==> src/rtl/register_if.sv <==
// ---------------------------------------------------------------------------
// register_if
//   Write/read bundle for one datapath register.
//
//   Load/IN form a write strobe. Load is active-high and is sampled only on
//   the rising clock edge. When Load is high at an edge, IN is captured at
//   that same edge. There is no acknowledge and no back-pressure: a write
//   presented at an edge is always taken in that cycle.
//
//   Signals
//     Load  master->slave  1      write enable
//     IN    master->slave  WIDTH  write data
//     OUT   slave->master  WIDTH  current register contents
//
//   Modports
//     master : the writer/reader (datapath control, testbench)
//     slave  : the register itself
// ---------------------------------------------------------------------------
interface register_if #(
    parameter int WIDTH = 32
);
    logic             Load;
    logic [WIDTH-1:0] IN;
    logic [WIDTH-1:0] OUT;

    modport master (
        output Load,
        output IN,
        input  OUT
    );

    modport slave (
        input  Load,
        input  IN,
        output OUT
    );
endinterface

==> src/rtl/register.sv <==
// ---------------------------------------------------------------------------
// register
//   Load-enabled data register for the CPU datapath. Sixteen of these share
//   one IN bus, each with its own Load bit, to form the register file; OUT
//   feeds the register-file read multiplexers directly.
//
//   Parameters
//     WIDTH        data width in bits (must match the bus interface WIDTH)
//     RESET_VALUE  value OUT takes while Reset is low
//
//   Ports
//     Clk    input   clock, all captures on the rising edge
//     Reset  input   asynchronous, active-low reset
//     bus    slave   Load / IN / OUT bundle (see register_if)
//
//   OUT comes straight from the flops: there is no combinational path from
//   IN or Load, so OUT only moves at a rising Clk edge or on Reset falling.
//   Reset is in the sensitivity list, so it overrides any edge that lands in
//   the same instant.
// ---------------------------------------------------------------------------
module register #(
    parameter int               WIDTH       = 32,
    parameter logic [WIDTH-1:0] RESET_VALUE = '0
) (
    input  logic        Clk,
    input  logic        Reset,
    register_if.slave   bus
);

    always_ff @(posedge Clk or negedge Reset) begin
        if (!Reset) begin
            bus.OUT <= RESET_VALUE;
        end else if (bus.Load) begin
            bus.OUT <= bus.IN;
        end
    end

endmodule

==> src/flat_wrapper.sv <==
// flat-port wrapper written by rule: the top's interface ports become plain ports
module register_flat 
#(
    parameter int               WIDTH       = 32,
    parameter logic [WIDTH-1:0] RESET_VALUE = '0
)
  (Clk, Reset, bus_Load, bus_IN, bus_OUT);
  register_if #(.WIDTH(WIDTH)) bus_i ();
  input  logic Clk;
  input  logic Reset;
  input wire logic [$bits(bus_i.Load)-1:0] bus_Load;
  input wire logic [$bits(bus_i.IN)-1:0] bus_IN;
  output wire logic [$bits(bus_i.OUT)-1:0] bus_OUT;
  assign bus_i.Load = bus_Load;
  assign bus_i.IN = bus_IN;
  assign bus_OUT = bus_i.OUT;
  register #(.WIDTH(WIDTH), .RESET_VALUE(RESET_VALUE)) u_core (.Clk(Clk), .Reset(Reset), .bus(bus_i));
endmodule
==> config.mk <==
export PLATFORM = sky130hd
export DESIGN_NAME = register_flat
export DESIGN_NICKNAME = d
export VERILOG_FILES = /design/src/rtl/register_if.sv /design/src/rtl/register.sv /design/src/flat_wrapper.sv
export SDC_FILE = /design/constraint.sdc
export NUM_CORES = 1
export LEC_CHECK = 0
export ABC_AREA = 1
export BUFFER_PORTS_ARGS = -buffer_cell sky130_fd_sc_hd__buf_2
export CAP_MARGIN = 0
export CORE_UTILIZATION = 40
export CTS_CLUSTER_SIZE = 16
export DETAILED_ROUTE_END_ITERATION = 8
export PLACE_DENSITY = 0.84
export SLEW_MARGIN = 10
export SYNTH_ARGS = -nofsm -noshare
export SYNTH_HDL_FRONTEND = slang
export SYNTH_SLANG_ARGS = --single-unit
==> constraint.sdc <==
create_clock -name Clk -period 0.8 [get_ports Clk]
set_input_delay 0.12 -clock Clk [delete_from_list [all_inputs] [get_ports Clk]]
set_output_delay 0.12 -clock Clk [all_outputs]
set_load 0.1 [all_outputs]
==> summary.md <==
| Metric | Value |
|---|---|
| Status | complete, but fails checks |
| Failing checks | negative setup slack |
| Synthesized Nets | 171 |
| Comb pwr share | 0.445 |
| Starting DRC count in detailed routing | 34 |
| Final Cycle Share | 1.419 |
| Gpl congestion | 0.7117 |
| Largest net degree at the start of global routing | 33 |
| Top reg by flops | u_core.bus.OUT |
| Dpl hpwl | 2269 um |
| Synthesized flop and latch total | 32 |
| Number of CTS-inserted buffers | 5 |
| Die area | 3463 sq um |
| PortBufs | 66 |
| PnR worst setup slack | -0.3349 ns |
| Switching Fraction | 0.4096 |
| Setup CP Type | register to primary output |
| CTS max path bufs | 2 |
| Internal Power | 3.052 mW |
| Critical Path Source Type | register |
| Crit path time final | 1.135 ns |
| Chip Width | 58.85 um |
| DIE HEIGHT | 58.85 um |
| Critical Path AT | 1.01 ns |
| Most area-hungry cell type in the Yosys netlist | dfrtp_1 |
| Lkg Pwr | 1.286 nW |
| Post-Synthesis Cells | 136 |
| Ys Warns | 0 |
| Sw power | 2.117 mW |
| Routed vias/inst | 4.589 |
| CTS H-tree lvls | 2 |
| # rows | 20 |
| DRT Wirelength | 4160 um |
| F_max | 881.1 MHz |
| Worst VDD drop | 1.590 mV |
| Area Growth Syn to Fin | 104.0% |
| Post-synthesis cell type count | 7 |
| Top FF cell, synth | dfrtp_1 |
| Layout cells sized above 1 | 0.6017 |
| Async SR Flop Fraction | 1.000 |
| Top post-synthesis cells by area | dfrtp_1 (62%), nand2_1 (25%), nand2_2 (4.8%) |
| WP data required | 0.68 ns |
| Placed cell count | 243 |
| Clock-pin slew on the worst setup and hold paths | 0.11 ns |
| Min-delay worst type | input pin to register |
| Initial antenna violation count | 0 |
| CP Max Fanout | 2 |
| Syn avg cell area | 9.504 sq um |
| Final Hold Vio Count | 0 |
| Initial core utilization | 0.4234 |
| Fin. max-slew vios | 0 |
| Synth cell count leaders | nand2_1 (86), dfrtp_1 (32), nand2_2 (10), buf_6 (3), clkbuf_8 (3) |
| Top-count cell post-synth | nand2_1 |
| Fillers | 152 |
| Fin area | 2636 sq um |
| Detail Route Antenna Nets | 0 |
| Number of global-route vias before repair | 1382 |
| Critical Path End Type | primary output |
| Clock Skew | 0 ns |
| WL per Instance | 14.86 um |
| Pwr dens | 1961 nW/um^2 |
| TritonCTS clock tree | done |
| Clock insertion delay at the later pin of the skew report | 0.32 ns |
| Yosys top cell area share | 0.6196 |
| Via count | 1285 |
| Slew margin rel. | 0.8360 |
| Total core area | 3053 sq um |
| Total track usage | 0.2436 |
| Max incr delay on CP | 0.51 ns |
| CP Cell Sequence | buf_12 |
| Root Driver | clkbuf_4 |
| Clock sinks | 32 |
| Placed Area | 2238 sq um |
| Clock power share | 0.163 |
| Setup violations, final | 44 |
| Sequential share of power | 0.392 |
| First-pass GRT wire length | 6065 um |
| CP bufs+invs | 1 |
| Largest register FFs | 32 |
| Number of diodes | 0 |
| RSZ-0062 raised after global routing | true |
| Max-cap violation count | 0 |
| Final nets | 271 |
| Layout Cells excl Fill | 280 |
| Cell family with most CP delay | flip-flops |
| Post-synthesis cell area | 1292 sq um |
| Largest registers | u_core.bus.OUT (32) |
| Post-route DRC | 0 |
| Slew @ Worst Pin | 0.2460 ns |
| Drt first pass iters | 4 |
| Total grt overflow | 0 |
| Register area share after synthesis | 0.6196 |
| Slowest CP cell | dfrtp_4 |
| Num ports | 67 |
| EDFF count, synth | 0 |
-- per-stage QoR --
step           hold WS [ns]  worst slack (ns)  TNS (ns)    util  total power [mW]
3_5_place_dp        0.08542           0.01348         0  0.7332             4.121
4_1_cts           0.0007012           -0.3352    -10.70  0.8385             5.093
6_report           0.006988           -0.3349    -10.49  0.8635             5.169
5_1_grt            0.002782           -0.3716    -11.92  0.8635             5.345
2_1_floorplan       -0.1756          -0.05296    -1.616       -             3.266
3_3_place_gp        0.09013           0.03683         0  0.7332             4.080
-- cell families (layout without fill, tap and decap cells) --
| kind of cell | count (synthesis) | in the layout | share of synthesized area |
|---|---|---|---|
| buffers and inverters | 8 | 108 | 0.08228 |
| flip-flops | 32 | 32 | 0.6196 |
| AND/OR/NAND/NOR | 96 | 96 | 0.2982 |
-- worst min-delay path, delay by kind of cell --
family	cells	cell delay, ns
simple gates	2	0.09
buf+inv	1	0.08
-- power groups by stage --
stage                     clock [mW]  sequential [mW]  combinational, mW
after CTS                      0.849             2.02               2.22
after detailed placement           0             2.06               2.06
after floorplan                    0             3.05              0.216
after global placement             0             2.04               2.04
after global routing           0.924             2.04               2.38
final                          0.840             2.03               2.30
-- timing repair --
item                                   CTS  global route
buffers inserted                        11             7
setup endpoints to repair               32            44
gates resized for setup                  9            20
hold buffers                            16             1
endpoints found under the hold margin   47             1
pin swaps                                0             6
-- per-layer routing --
layer  share of wire  global-route usage  vias to the layer above  routed length (um)
li1                -                   -                      604                   -
met2            0.57              0.4740                       56                2356
met4           0.011             0.08844                        0                  45
met5               0                   0                        -                   0
met3           0.058             0.07253                        7                 243
met1            0.36              0.2391                      618                1515
-- path summary, 6_finish.rpt --
check / start / to / slack, ns / cells after the start
worst max-delay path: u_core.bus.OUT[1] / bus_OUT[1] / -0.33 / 1
worst min-delay path: bus_IN[8] / u_core.bus.OUT[8] / 0.007 / 3
worst max register to register: u_core.bus.OUT[8] / u_core.bus.OUT[8] / -0.11 / 4
worst min register to register: u_core.bus.OUT[16] / u_core.bus.OUT[16] / 0.56 / 2
max in group asynchronous: Reset / u_core.bus.OUT[15] / 0.31 / 3
min in group asynchronous: Reset / u_core.bus.OUT[0] / 0.27 / 3
-- placed cells by master, fill, tap and decap left out --
cell / instances
nand2_2: 18
buf_2: 34
clkinv_2: 1
nand2_4: 2
buf_6: 13
dfrtp_4: 32
nand2_1: 76
buf_4: 2
inv_8: 1
buf_12: 34
dlygate4sd3_1: 17
clkbuf_4: 5
clkbuf_1: 1
-- area by class of cell --
type	count	area (sq um)	share of cell area
Clock buffer	6	41.29	0.01566
Clock inverter	1	5.005	0.001898
Inverter	1	11.26	0.004271
Multi-Input combinational cell	96	420.4	0.1595
Sequential cell	32	920.9	0.3493
Tap cell	44	55.05	0.02088
Timing Repair Buffer	100	1182	0.4485
No activity file was read; power rests on OpenSTA's default activity.
